**src/rtl/mem_cpu_port_arb_pkg.sv**
```systemverilog
// Shared types and helpers for the memory CPU-port arbiter.
package mem_arb_pkg;

  localparam int TO_CNT_W = 16;

  typedef enum logic [1:0] {
    IDLE  = 2'd0,
    ISSUE = 2'd1,
    GAP   = 2'd2
  } arb_state_e;

  function automatic int clog2(input int value);
    int r;
    int v;
    r = 0;
    v = value - 1;
    for (int k = 0; k < 32; k++) begin
      if (v > 0) begin
        r++;
        v = v >> 1;
      end
    end
    return r;
  endfunction

endpackage

```
**src/rtl/mem_cpu_port_arb_if.sv**
```systemverilog
// Requester-side and controller-side signals of the CPU-port arbiter, plus status.
interface mem_cpu_port_arb_if #(
  parameter int N_REQ      = 4,
  parameter int ADDR_WIDTH = 8,
  parameter int DATA_WIDTH = 16
) ();
  import mem_arb_pkg::*;

  localparam int GW = clog2(N_REQ);

  logic [N_REQ-1:0]            reqVld;
  logic [N_REQ-1:0]            reqRd;
  logic [N_REQ*ADDR_WIDTH-1:0] reqAddr;
  logic [N_REQ*DATA_WIDTH-1:0] reqWrData;
  logic [N_REQ-1:0]            reqAck;
  logic [N_REQ-1:0]            reqErr;
  logic [DATA_WIDTH-1:0]       reqRdData;
  logic                        cpuMemReq;
  logic                        cpuMemRd;
  logic [ADDR_WIDTH-1:0]       cpuMemAddr;
  logic [DATA_WIDTH-1:0]       cpuMemWrData;
  logic                        cpuMemAck;
  logic [DATA_WIDTH-1:0]       cpuMemRdData;
  logic                        busy;
  logic [GW-1:0]               grantIdx;
  logic                        errTimeout;

  modport slave (
    input  reqVld, reqRd, reqAddr, reqWrData, cpuMemAck, cpuMemRdData,
    output reqAck, reqErr, reqRdData, cpuMemReq, cpuMemRd, cpuMemAddr, cpuMemWrData,
           busy, grantIdx, errTimeout
  );

  modport master (
    output reqVld, reqRd, reqAddr, reqWrData, cpuMemAck, cpuMemRdData,
    input  reqAck, reqErr, reqRdData, cpuMemReq, cpuMemRd, cpuMemAddr, cpuMemWrData,
           busy, grantIdx, errTimeout
  );

endinterface

```
**src/rtl/mem_cpu_port_arb_rr_pick.sv**
```systemverilog
// Rotating-priority picker: first valid requester strictly after rr_ptr, wrapping.
module rr_pick
  import mem_arb_pkg::*;
#(
  parameter int N_REQ = 4
) (
  input  logic [N_REQ-1:0]        req_vld,
  input  logic [clog2(N_REQ)-1:0] rr_ptr,
  output logic                    any_vld,
  output logic [clog2(N_REQ)-1:0] winner
);
  localparam int GW = clog2(N_REQ);

  logic          found;
  logic [GW-1:0] idx;

  always_comb begin
    any_vld = |req_vld;
    winner  = rr_ptr;
    found   = 1'b0;
    idx     = '0;
    for (int i = 1; i <= N_REQ; i++) begin
      idx = GW'((int'(rr_ptr) + i) % N_REQ);
      if (!found && req_vld[idx]) begin
        winner = idx;
        found  = 1'b1;
      end
    end
  end

endmodule

```
**src/rtl/mem_cpu_port_arb.sv**
```systemverilog
// Round-robin share of the memory controller CPU port with request gap and timeout abort.
// IDLE: arbitrate | ISSUE: request held until ack or timeout | GAP: forced request-low spacing
module mem_cpu_port_arb
  import mem_arb_pkg::*;
#(
  parameter int N_REQ      = 4,
  parameter int ADDR_WIDTH = 8,
  parameter int DATA_WIDTH = 16,
  parameter int GAP_CYCLES = 2,
  parameter int TIMEOUT    = 64
) (
  input  logic              clockCore,
  input  logic              resetCore,
  mem_cpu_port_arb_if.slave bus
);
  localparam int GW    = clog2(N_REQ);
  localparam int GAP_W = (GAP_CYCLES > 1) ? clog2(GAP_CYCLES) : 1;

  arb_state_e            state_q, state_d;
  logic [GW-1:0]         rr_ptr_q, rr_ptr_d, grant_q, grant_d;
  logic [TO_CNT_W-1:0]   to_cnt_q, to_cnt_d;
  logic [GAP_W-1:0]      gap_cnt_q, gap_cnt_d;
  logic                  mem_req_q, mem_req_d, mem_rd_q, mem_rd_d;
  logic [ADDR_WIDTH-1:0] mem_addr_q, mem_addr_d;
  logic [DATA_WIDTH-1:0] mem_wdata_q, mem_wdata_d, rd_data_q, rd_data_d;
  logic [N_REQ-1:0]      ack_q, ack_d, err_q, err_d;
  logic                  busy_q, busy_d, err_to_q, err_to_d;

  logic                  any_vld;
  logic [GW-1:0]         winner;
  logic [ADDR_WIDTH-1:0] addr_arr [N_REQ];
  logic [DATA_WIDTH-1:0] wdata_arr [N_REQ];

  always_comb begin
    for (int i = 0; i < N_REQ; i++) begin
      addr_arr[i]  = bus.reqAddr[i*ADDR_WIDTH +: ADDR_WIDTH];
      wdata_arr[i] = bus.reqWrData[i*DATA_WIDTH +: DATA_WIDTH];
    end
  end

  rr_pick #(.N_REQ(N_REQ)) u_rr_pick (
    .req_vld (bus.reqVld),
    .rr_ptr  (rr_ptr_q),
    .any_vld (any_vld),
    .winner  (winner)
  );

  always_comb begin
    state_d     = state_q;
    rr_ptr_d    = rr_ptr_q;
    grant_d     = grant_q;
    to_cnt_d    = to_cnt_q;
    gap_cnt_d   = gap_cnt_q;
    mem_req_d   = mem_req_q;
    mem_rd_d    = mem_rd_q;
    mem_addr_d  = mem_addr_q;
    mem_wdata_d = mem_wdata_q;
    rd_data_d   = rd_data_q;
    err_to_d    = err_to_q;
    ack_d       = '0;
    err_d       = '0;
    case (state_q)
      IDLE: begin
        if (any_vld) begin
          state_d     = ISSUE;
          grant_d     = winner;
          rr_ptr_d    = winner;
          to_cnt_d    = '0;
          mem_req_d   = 1'b1;
          mem_rd_d    = bus.reqRd[winner];
          mem_addr_d  = addr_arr[winner];
          mem_wdata_d = wdata_arr[winner];
        end
      end
      ISSUE: begin
        // Ack is checked first so a completion on the last allowed cycle is not reported as an error.
        if (bus.cpuMemAck) begin
          ack_d[grant_q] = 1'b1;
          rd_data_d      = bus.cpuMemRdData;
          mem_req_d      = 1'b0;
          gap_cnt_d      = '0;
          state_d        = GAP;
        end else if (to_cnt_q == TO_CNT_W'(TIMEOUT - 1)) begin
          err_d[grant_q] = 1'b1;
          err_to_d       = 1'b1;
          mem_req_d      = 1'b0;
          gap_cnt_d      = '0;
          state_d        = GAP;
        end else if (to_cnt_q != {TO_CNT_W{1'b1}}) begin
          to_cnt_d = to_cnt_q + 1'b1;
        end
      end
      GAP: begin
        if (gap_cnt_q == GAP_W'(GAP_CYCLES - 1)) state_d = IDLE;
        else gap_cnt_d = gap_cnt_q + 1'b1;
      end
      default: state_d = IDLE;
    endcase
    busy_d = (state_d != IDLE);
  end

  always_ff @(posedge clockCore or posedge resetCore) begin
    if (resetCore) begin
      state_q     <= IDLE;
      rr_ptr_q    <= GW'(N_REQ - 1);
      grant_q     <= '0;
      to_cnt_q    <= '0;
      gap_cnt_q   <= '0;
      mem_req_q   <= 1'b0;
      mem_rd_q    <= 1'b0;
      mem_addr_q  <= '0;
      mem_wdata_q <= '0;
      rd_data_q   <= '0;
      ack_q       <= '0;
      err_q       <= '0;
      busy_q      <= 1'b0;
      err_to_q    <= 1'b0;
    end else begin
      state_q     <= state_d;
      rr_ptr_q    <= rr_ptr_d;
      grant_q     <= grant_d;
      to_cnt_q    <= to_cnt_d;
      gap_cnt_q   <= gap_cnt_d;
      mem_req_q   <= mem_req_d;
      mem_rd_q    <= mem_rd_d;
      mem_addr_q  <= mem_addr_d;
      mem_wdata_q <= mem_wdata_d;
      rd_data_q   <= rd_data_d;
      ack_q       <= ack_d;
      err_q       <= err_d;
      busy_q      <= busy_d;
      err_to_q    <= err_to_d;
    end
  end

  assign bus.reqAck       = ack_q;
  assign bus.reqErr       = err_q;
  assign bus.reqRdData    = rd_data_q;
  assign bus.cpuMemReq    = mem_req_q;
  assign bus.cpuMemRd     = mem_rd_q;
  assign bus.cpuMemAddr   = mem_addr_q;
  assign bus.cpuMemWrData = mem_wdata_q;
  assign bus.busy         = busy_q;
  assign bus.grantIdx     = grant_q;
  assign bus.errTimeout   = err_to_q;

endmodule

```
**src/flat_wrapper.sv**
```systemverilog
// flat-port wrapper written by rule: the top's interface ports become plain ports
module mem_cpu_port_arb_flat import mem_arb_pkg::*;
#(
  parameter int N_REQ      = 4,
  parameter int ADDR_WIDTH = 8,
  parameter int DATA_WIDTH = 16,
  parameter int GAP_CYCLES = 2,
  parameter int TIMEOUT    = 64
)
  (clockCore, resetCore, bus_reqVld, bus_reqRd, bus_reqAddr, bus_reqWrData, bus_cpuMemAck, bus_cpuMemRdData, bus_reqAck, bus_reqErr, bus_reqRdData, bus_cpuMemReq, bus_cpuMemRd, bus_cpuMemAddr, bus_cpuMemWrData, bus_busy, bus_grantIdx, bus_errTimeout);
  mem_cpu_port_arb_if #(.N_REQ(N_REQ), .ADDR_WIDTH(ADDR_WIDTH), .DATA_WIDTH(DATA_WIDTH)) bus_i ();
  input  logic clockCore;
  input  logic resetCore;
  input wire logic [$bits(bus_i.reqVld)-1:0] bus_reqVld;
  input wire logic [$bits(bus_i.reqRd)-1:0] bus_reqRd;
  input wire logic [$bits(bus_i.reqAddr)-1:0] bus_reqAddr;
  input wire logic [$bits(bus_i.reqWrData)-1:0] bus_reqWrData;
  input wire logic [$bits(bus_i.cpuMemAck)-1:0] bus_cpuMemAck;
  input wire logic [$bits(bus_i.cpuMemRdData)-1:0] bus_cpuMemRdData;
  output wire logic [$bits(bus_i.reqAck)-1:0] bus_reqAck;
  output wire logic [$bits(bus_i.reqErr)-1:0] bus_reqErr;
  output wire logic [$bits(bus_i.reqRdData)-1:0] bus_reqRdData;
  output wire logic [$bits(bus_i.cpuMemReq)-1:0] bus_cpuMemReq;
  output wire logic [$bits(bus_i.cpuMemRd)-1:0] bus_cpuMemRd;
  output wire logic [$bits(bus_i.cpuMemAddr)-1:0] bus_cpuMemAddr;
  output wire logic [$bits(bus_i.cpuMemWrData)-1:0] bus_cpuMemWrData;
  output wire logic [$bits(bus_i.busy)-1:0] bus_busy;
  output wire logic [$bits(bus_i.grantIdx)-1:0] bus_grantIdx;
  output wire logic [$bits(bus_i.errTimeout)-1:0] bus_errTimeout;
  assign bus_i.reqVld = bus_reqVld;
  assign bus_i.reqRd = bus_reqRd;
  assign bus_i.reqAddr = bus_reqAddr;
  assign bus_i.reqWrData = bus_reqWrData;
  assign bus_i.cpuMemAck = bus_cpuMemAck;
  assign bus_i.cpuMemRdData = bus_cpuMemRdData;
  assign bus_reqAck = bus_i.reqAck;
  assign bus_reqErr = bus_i.reqErr;
  assign bus_reqRdData = bus_i.reqRdData;
  assign bus_cpuMemReq = bus_i.cpuMemReq;
  assign bus_cpuMemRd = bus_i.cpuMemRd;
  assign bus_cpuMemAddr = bus_i.cpuMemAddr;
  assign bus_cpuMemWrData = bus_i.cpuMemWrData;
  assign bus_busy = bus_i.busy;
  assign bus_grantIdx = bus_i.grantIdx;
  assign bus_errTimeout = bus_i.errTimeout;
  mem_cpu_port_arb #(.N_REQ(N_REQ), .ADDR_WIDTH(ADDR_WIDTH), .DATA_WIDTH(DATA_WIDTH), .GAP_CYCLES(GAP_CYCLES), .TIMEOUT(TIMEOUT)) u_core (.clockCore(clockCore), .resetCore(resetCore), .bus(bus_i));
endmodule
```
**config.mk**
```make
export PLATFORM = sky130hd
export DESIGN_NAME = mem_cpu_port_arb_flat
export DESIGN_NICKNAME = d
export VERILOG_FILES = /design/src/rtl/mem_cpu_port_arb_pkg.sv /design/src/rtl/mem_cpu_port_arb_if.sv /design/src/rtl/mem_cpu_port_arb_rr_pick.sv /design/src/rtl/mem_cpu_port_arb.sv /design/src/flat_wrapper.sv
export SDC_FILE = /design/constraint.sdc
export NUM_CORES = 1
export LEC_CHECK = 0
export CAP_MARGIN = 10
export CORE_ASPECT_RATIO = 1.5
export CORE_MARGIN = 2
export CORE_UTILIZATION = 43
export CTS_BUF_LIST = sky130_fd_sc_hd__clkbuf_16
export DETAILED_ROUTE_END_ITERATION = 8
export GPL_ROUTABILITY_DRIVEN = 0
export PLACE_DENSITY = 0.9
export SYNTH_ARGS = -nofsm -noshare
export SYNTH_HDL_FRONTEND = slang
export SYNTH_SLANG_ARGS = --single-unit
```
**constraint.sdc**
```tcl
create_clock -name clockCore -period 3.5 [get_ports clockCore]
set_input_delay 1.05 -clock clockCore [delete_from_list [all_inputs] [get_ports clockCore]]
set_output_delay 1.05 -clock clockCore [all_outputs]
set_load 0.05 [all_outputs]
```
== After elaboration in Yosys (flattened, before gate mapping) ==
Cells that the tools add are included.

* Flip-flop bits (word level): 75
* Latch bits: 0
* RAM bits: 0
* ROM bits: 0
* Input bits: 123
* Output and inout bits: 54
* Word-level logic and storage cells: 103
* Memories: 0

* $add $sub $neg: 6
* $mul: 0
* Div/mod/pow operators: 0
* Order comparisons: 8
* Eq/ne operators: 9
* Shift-type cells: 0
* Mux-type cells: 46
* Bitwise gates (word level): 2
* Reductions and logical operators: 18

{| class="wikitable"
|+ Operator list
! operator !! count
|-
| 16-bit two-way mux || 6
|-
| 16-bit binary-select mux with 2-bit select || 1
|-
| 16-bit one-hot mux with 2 select lines || 1
|-
| 4-bit two-way mux || 5
|-
| 2-bit by 3-bit less-than comparator with 1-bit output (second input constant) || 6
|-
| 16-bit by 1-bit adder with 16-bit output (second input constant) || 1
|-
| 8-bit binary-select mux with 2-bit select || 1
|-
| 16-bit by 6-bit == test with 1-bit output (second input constant) || 1
|-
| 2-bit two-way mux || 8
|-
| 8-bit two-way mux || 2
|-
| 16-bit inequality test (second input constant) || 1
|-
| 1-bit two-way mux || 13
|-
| 1-bit binary-select mux with 2-bit select || 5
|-
| 2-bit one-hot mux with 3 select lines || 1
|-
| 2-bit AND reduction || 3
|-
| 3-bit AND reduction || 2
|-
| 2-bit nonzero test || 3
|-
| 5-bit AND reduction || 1
|-
| 2-bit by 1-bit adder with 2-bit output (second input constant) || 2
|-
| 2-bit adder (second input constant) || 2
|-
| 1-bit logical AND || 4
|-
| 2-bit by 1-bit inequality test with 1-bit output (second input constant) || 2
|-
| 2-bit inequality test (second input constant) || 2
|-
| 1-bit one-hot mux with 2 select lines || 2
|-
| 12 further kinds || 14
|}

== Longest topological paths before layout ==
Gate-level depths: netlist (run 1).

* Word-level depth: 17
* Mapped depth: 9
* Mapped depth without buffers: 7

== Hierarchy ==
From an unflattened synthesis (run 1), not the netlist that was laid out.

* Cell total of the unflattened synthesis: 352
* Area, all modules: 3,885.0 um^2

{| class="wikitable"
|+ Modules (own cells, without submodules)
! module !! instances !! cells an instance !! area an instance (um^2) !! sequential area each (um^2)
|-
| mem_cpu_port_arb || 1 || 338 || 3,812.4 || 1,879.3
|-
| rr_pick || 1 || 14 || 72.6 || 0.0
|}

== Least setup slack after synthesis (run 1) ==
No wires, ideal clock.

* Kind: input port to flip-flop
* Start: input port bus_reqVld[0]
* End: register u_core.mem_addr_q[0] (netlist: u_core.bus.cpuMemAddr[0])
* Library setup time: 0.126 ns
* Arrival time: 2.613 ns
* Data required time: 3.374 ns
* Path slack: 0.761 ns
* Stages on the path: 6
* Buffers on the path: 2
* Cell sequence: and3b_1 -> clkbuf_1 -> nor3_4 -> buf_4 -> mux2_1 -> a221o_1

* Longest elaborated chain between the ends: 16
* Elaborated cells on any way between the ends: 27
* Classes of those cells: mux: 18; bitwise: 1; reduce/logical: 8

{| class="wikitable"
|+ Ends and longest elaborated chain
! what !! line !! RTL
|-
| start, declared || flat_wrapper.sv:14 || <nowiki>input wire logic [$bits(bus_i.reqVld)-1:0] bus_reqVld;</nowiki>
|-
| 1-bit binary-select mux with 2-bit select || mem_cpu_port_arb_rr_pick.sv:24 || <nowiki>if (!found && req_vld[idx]) begin</nowiki>
|-
| 1-bit two-way mux (implied by the code) || mem_cpu_port_arb_rr_pick.sv:24 ||
|-
| 1-bit two-way mux || mem_cpu_port_arb_rr_pick.sv:24 ||
|-
| 1-bit logical NOT || mem_cpu_port_arb_rr_pick.sv:24 ||
|-
| 1-bit logical AND || mem_cpu_port_arb_rr_pick.sv:24 ||
|-
| 1-bit two-way mux || mem_cpu_port_arb_rr_pick.sv:24 ||
|-
| 1-bit logical NOT || mem_cpu_port_arb_rr_pick.sv:24 ||
|-
| 1-bit logical AND || mem_cpu_port_arb_rr_pick.sv:24 ||
|-
| 1-bit two-way mux || mem_cpu_port_arb_rr_pick.sv:24 ||
|-
| 1-bit logical NOT || mem_cpu_port_arb_rr_pick.sv:24 ||
|-
| 1-bit logical AND || mem_cpu_port_arb_rr_pick.sv:24 ||
|-
| 2-bit two-way mux || mem_cpu_port_arb_rr_pick.sv:24 ||
|-
| 2-bit inverter with 3-bit output (implied by the code) || mem_cpu_port_arb.sv:71 || <nowiki>mem_addr_d = addr_arr[winner];</nowiki>
|-
| 8-bit binary-select mux with 2-bit select || mem_cpu_port_arb.sv:71 ||
|-
| 8-bit two-way mux (implied by the code) (2 in series) || mem_cpu_port_arb.sv:71 ||
|-
| end signal, assigned || mem_cpu_port_arb.sv:126 || <nowiki>mem_addr_q <= mem_addr_d;</nowiki>
|-
| end, declared || mem_cpu_port_arb.sv:24 || <nowiki>logic [ADDR_WIDTH-1:0] mem_addr_q, mem_addr_d;</nowiki>
|}

Several ways; a longest one is shown, not always the timed one. The select of a mux whose other input is x is not followed.
A chain may end at the register's enable or synchronous reset.

== Final worst setup path (run 1) ==
* Start: input port bus_reqVld[2]
* End: register u_core.mem_addr_q[6] (netlist: u_core.bus.cpuMemAddr[6])

Same word-level chain as after synthesis.

==> results.toml, run 1 <==
[floorplan]
rows = 43
die_w_um = 84.21
die_h_um = 124.3
ios = 177
die_area_um2 = 10470
initial_core_util = 0.4458
core_um2 = 9308

[drt]
antenna_left = 0
vias = 4200
totalWireLength_mm = 12.87
drt-initial-drc-count = 293
drc_errors = 0
via_per_inst = 6.131
dr.pass1.iters = 6
wl_per_cell_um = 18.79

[timing]
finalSetupTns_ns = 0
layout_worst_path_cycle_share = 0.8365
setup_violations = 0
fin_worst_skew_ns = 0.005975
rsz0062_at_grt = "false"
max_freq_mhz = 341.6
max_slew.worst_pin.slew_ns = 1.197
slew_headroom = 0.2009
hold_viol = 0
drv_slew = 0
period_minus_slack_ns = 2.928

[clock_network]
postCtsSetupBuffers = 0
hold_buffers = 0
cts_num_sinks = 75
cts_buffer_depth = 2
htreeDepth = 3
cts_tree = "built"
cts-root-buf = "clkbuf_16"
clock_latency_ns = 0.34
cts_resized = 0
numCtsBuffers = 9
clk_pin_slew_ns = 0.06

[worst_setup_path]
worstSetupPathType = "in2reg"
cp_cell_sequence = "clkdlybuf4s50_1, nor4_2, nand2b_1, nor2_2, a221o_1"
path_max_fanout = 27
critPathArrivalTime_ns = 3.20
crit_required_ns = 3.77
critPathSlowestCell = "nor2_2"
worst_path_largest_cell_delay_ns = 0.95
rrSetupSlack_ns = 0.89
endpoint_kind = "register"
setup.worst_path.start_class = "input port"
r2r_cells = 7
crit_buf_inv = 1
cp_top_family = "simple AND/OR/NAND/NOR gates"
worst-path-stages = 5

[yosys]
synth_top_flop_cell = "dfrtp_1"
ys.warnings.count = 0
synth.distinct_cells = 45
synth_area_um2 = 4149
synthArstFlopShare = 1.000
synth_cells = 400
ys_seq_area_frac = 0.4530
synth.net_count = 528
synth_edf_count = 0
synth-seq-cells = 75
synth_area_per_cell_um2 = 10.37

[power]
total_power_w = 0.005623
power_density_nw_per_um2 = 893.6
max-vdd-ir-drop_uv = 665.9
leakage_nw = 2.570

[global_routing]
overflow = 0
grt_pass1_vias = 4266
grt_max_degree = 41
track_usage = 0.2460
antenna_found_initial = 0
grt_pass1_wl_mm = 20.69

[finish]
layout_common_cells = "clkdlybuf4s50_1, dfrtp_1, a21oi_1"
drive_above_1_share = 0.1099
fill_cells = 691
multi_input_area_um2 = 2113
final_common_cell = "clkdlybuf4s50_1"
seqCellArea_um2 = 1879
area_delta_synth_final_pct = 51.66
final_nets = 696
antennaDiodeCount = 0

[place]
place_hpwl_mm = 9.533
io_buffers = 176

[outcome]
status = "finished, final reports clean"

[hold_path]
hold_class = "reg2reg"
min_delay_path_depth = 1

[job]
cap_violations = 0
## cells by family (layout without fill, tap and decap cells)
family / count (synthesis) / count (layout) / share of synthesized area
compound gates: 127 / 127 / 0.2156
simple gates: 117 / 117 / 0.1668
flops: 75 / 75 / 0.4530
mux: 41 / 41 / 0.1113
buf+inv: 35 / 208 / 0.03830
fa+ha+maj: 5 / 5 / 0.01508
## area by class of cell
type / count / area share
timing repair buffer: 188 / 0.2943
sequential: 75 / 0.2987
clock inverter: 7 / 0.01074
clock buffer: 9 / 0.03579
multi-input combinational: 290 / 0.3359
tap: 112 / 0.02227
inverter: 4 / 0.002386
## final timing paths
path                                                        from                                   end
worst max-delay path                               bus_reqVld[2]  u_core.bus.cpuMemAddr[6]$_DFFE_PP0P_
worst min-delay path            u_core.bus.cpuMemReq$_DFFE_PP0P_      u_core.bus.cpuMemReq$_DFFE_PP0P_
worst max register to register       u_core.state_q[1]$_DFF_PP0_       u_core.to_cnt_q[14]$_DFFE_PP0P_
worst min register to register  u_core.bus.cpuMemReq$_DFFE_PP0P_      u_core.bus.cpuMemReq$_DFFE_PP0P_
max in group asynchronous                              resetCore        u_core.rr_ptr_q[1]$_DFFE_PP1P_
min in group asynchronous                              resetCore    u_core.bus.grantIdx[0]$_DFFE_PP0P_
## stage by stage
stage / hold WS [ns] / setup WS [ns] / instance area, um2 / util / instances
6_report: 0.4769 / 0.5724 / 6292 / 0.6760 / 685
5_1_grt: 0.4865 / 0.4155 / 6292 / 0.6760 / 685
4_1_cts: 0.4768 / 0.5835 / 6292 / 0.6760 / 685
3_5_place_dp: 0.4571 / 0.2217 / 6000 / 0.6446 / 669
3_3_place_gp: 0.4575 / 0.2942 / 6000 / 0.6446 / 669
2_1_floorplan: 0.4577 / 0.5433 / 4149 / - / 400
## registers in the layout, indices dropped and copies added, names as in the netlist, 2 cells and up
name and cells:
u_core.state_q 2, u_core.rr_ptr_q 2, u_core.bus.grantIdx 2, u_core.bus.reqAck 4, u_core.bus.reqRdData 16, u_core.bus.cpuMemAddr 8
u_core.bus.reqErr 4, u_core.to_cnt_q 16, u_core.bus.cpuMemWrData 16
## layer usage
layer | vias up | track usage | share of wire
met4 | 0 | 0.1025 | 0.032
met5 | - | 0 | 0
met3 | 47 | 0.07091 | 0.085
met2 | 271 | 0.4374 | 0.52
met1 | 1986 | 0.2693 | 0.36
li1 | 1896 | - | -
## worst register-to-register path, delay by kind of cell, from the launching register on
family	cells	cell delay (ns)
simple gates	3	1.17
buf+inv	1	0.10
flops	1	0.43
compound gates	2	0.50
fa+ha+maj	1	0.34
## synth_stat cells (6+ instances only)
master    count  area, um2
dfrtp_1      73       1827
or4_1         6      45.04
mux2_2       23      259.0
nand2b_1      8      50.05
nand2_1      15      56.30
clkbuf_1     23      86.33
a21oi_1      42      210.2
nand4_1      30      187.7
nor2_1       14      52.55
o21ai_1       9      45.04
a221o_1      25      250.2
mux2_1       18      202.7
nand3_1      11      55.05
o31ai_1      28      210.2
or3_1        11      68.82
## power breakdown
| part | internal [W] | switching [W] | leakage (nW) | total, W |
|---|---|---|---|---|
| Clock | 0.000549 | 0.000368 | 0.141 | 0.000917 |
| Combinational | 0.00126 | 0.00202 | 1.48 | 0.00328 |
| Sequential | 0.00120 | 0.000227 | 0.951 | 0.00143 |
No activity file was read; power rests on OpenSTA's default activity.
==> run 2: changes to the inputs <==
--- a/config.mk
+++ b/config.mk
@@ -8,11 +8,11 @@
 export CAP_MARGIN = 10
 export CORE_ASPECT_RATIO = 1.5
 export CORE_MARGIN = 2
-export CORE_UTILIZATION = 43
+export CORE_UTILIZATION = 39
 export CTS_BUF_LIST = sky130_fd_sc_hd__clkbuf_16
 export DETAILED_ROUTE_END_ITERATION = 8
 export GPL_ROUTABILITY_DRIVEN = 0
-export PLACE_DENSITY = 0.9
+export PLACE_DENSITY = 0.87
 export SYNTH_ARGS = -nofsm -noshare
 export SYNTH_HDL_FRONTEND = slang
 export SYNTH_SLANG_ARGS = --single-unit
==> constraint.sdc (replaced) <==
create_clock -name clockCore -period 2.4 [get_ports clockCore]
set_input_delay 0.72 -clock clockCore [delete_from_list [all_inputs] [get_ports clockCore]]
set_output_delay 0.72 -clock clockCore [all_outputs]
set_load 0.05 [all_outputs]
==> run 2 against run 1 <==
Critical path depth up 1. Global-route usage down 2.0 points. Non-clock buffer count is 21 higher. Combinational power is 57% higher. Sequential cell count unchanged. Utilization fell by 4.6 points. Routed wire length rose by 0.65%. Worst setup slack got worse by 0.52 ns. Critical path type unchanged.
==> results.toml, run 2 (synthesized netlist as in run 1, its figures left out) <==
[drt]
totalWireLength_mm = 12.96
wl_per_cell_um = 17.56
antenna_left = 0
via_per_inst = 5.692
drt-initial-drc-count = 297
dr.pass1.iters = 5
vias = 4201
drc_errors = 0

[worst_setup_path]
cp_cell_sequence = "clkdlybuf4s50_1, and2_4, a211o_1, or4_4, or4_1, a21oi_1"
crit_required_ns = 2.66
worstSetupPathType = "in2reg"
startpoint = "bus_cpuMemAck"
critPathArrivalTime_ns = 2.60
worst_path_largest_cell_delay_ns = 0.44
path_max_fanout = 3
setup.worst_path.start_class = "input port"
endpoint_kind = "register"
critPathSlowestCell = "clkdlybuf4s50_1"
regToRegStartpoint = "u_core.state_q[1]$_DFF_PP0_"

[clock_network]
cts_buffer_depth = 2
cts-root-buf = "clkbuf_16"
hold_buffers = 0
cts_tree = "built"
numCtsBuffers = 9
clock_latency_ns = 0.33
clk_pin_slew_ns = 0.06
cts_num_sinks = 75
htreeDepth = 3

[floorplan]
rows = 46
die_h_um = 130.3
core_um2 = 10480
initial_core_util = 0.3961
ios = 177
die_w_um = 88.22
die_area_um2 = 11500

[place]
dp.cells = 720
io_buffers = 176
place_hpwl_mm = 9.794

[global_routing]
grt_pass1_wl_mm = 20.31
track_usage = 0.2264
grt_max_degree = 29
antenna_found_initial = 0
overflow = 0
grt_pass1_vias = 4245

[timing]
setup_violations = 0
slew_headroom = 0.5663
fin_worst_skew_ns = 0.004280
max_freq_mhz = 426.9
rsz0062_at_grt = "false"
hold_viol = 0
period_minus_slack_ns = 2.343
max_slew.worst_pin.slew_ns = 0.6490
drv_slew = 0
layout_worst_path_cycle_share = 0.9761

[hold_path]
hold_class = "reg2reg"
hold_start = "u_core.bus.cpuMemReq$_DFFE_PP0P_"

[finish]
fill_cells = 844
final_nets = 717
drive_above_1_share = 0.1481
final_common_cell = "clkdlybuf4s50_1"
area_delta_synth_final_pct = 58.99
antennaDiodeCount = 0
layout_common_cells = "clkdlybuf4s50_1, dfrtp_1, a21oi_1"
final_core_util = 0.6297
final_cells = 738

[power]
leakage_nw = 2.726
power_density_nw_per_um2 = 1291
max-vdd-ir-drop_uv = 664.2

[job]
cap_violations = 0

[outcome]
status = "finished, final reports clean"
==> run 2: cell type report <==
cell class              count  area [um2]  area share
flip-flops and latches     75        1881      0.2851
repair buffers            209        2107      0.3194
well taps                 144       180.2     0.02731
multi-input cells         290        2125      0.3221
inverters                   4       18.77    0.002845
clock buffers               9       225.2     0.03414
clock inverters             7       60.06    0.009105
==> run 2: power by group <==
| part | switching [W] | internal [W] | leakage [nW] |
|---|---|---|---|
| clock network | 0.000492 | 0.000790 | 0.144 |
| registers | 0.000338 | 0.00175 | 0.949 |
| logic | 0.00301 | 0.00213 | 1.63 |
==> run 2: critical path, delay by kind of cell <==
| kind | cells | cell delay (ns) |
|---|---|---|
| AND/OR/NAND/NOR | 3 | 1.01 |
| AO/OA/AOI/OAI | 2 | 0.42 |
| buffers and inverters | 1 | 0.44 |
==> run 2: timing repair <==
item                                    in CTS  in global routing
gates resized for setup                      7                  3
buffers inserted                             1                  0
endpoints found under the setup margin      27                  2
hold endpoints to repair                     0                  0
pin swaps                                    1                  1
cloned                                       1                  0
==> run 2: worst paths after layout <==
check / end / slack [ns] / cells after the start
worst max register to register: u_core.to_cnt_q[14]$_DFFE_PP0P_ / 0.11 / 7
worst max-delay path: u_core.to_cnt_q[14]$_DFFE_PP0P_ / 0.06 / 6
max in group asynchronous: u_core.bus.reqRdData[1]$_DFFE_PP0P_ / 1.04 / 3
worst min-delay path: u_core.bus.cpuMemReq$_DFFE_PP0P_ / 0.49 / 1
worst min register to register: u_core.bus.cpuMemReq$_DFFE_PP0P_ / 0.49 / 1
min in group asynchronous: u_core.bus.reqErr[2]$_DFF_PP0_ / 0.79 / 2
==> run 2: through the flow <==
stage / total power (W) / instance area, um2 / setup TNS [ns] / hold WS (ns) / setup WS, ns
final: 0.008515 / 6596 / 0 / 0.4922 / 0.05727
after global routing: 0.008957 / 6596 / 0 / 0.5075 / 0.01150
after floorplan: 0.005294 / 4153 / 0 / 0.4577 / 0.06020
after CTS: 0.008544 / 6589 / 0 / 0.4924 / 0.03583
after detailed placement: 0.007125 / 6261 / -15.20 / 0.4658 / -0.4659
after global placement: 0.006969 / 6261 / -11.91 / 0.4524 / -0.3936
==> run 2: layer usage <==
metal  vias to the layer above  track usage  wire (um)
li1                       1937            -          -
met1                      2021       0.2511       4653
met5                         -            0          0
met4                         0      0.08645        364
met2                       211       0.4113       6974
met3                        32      0.05440        966
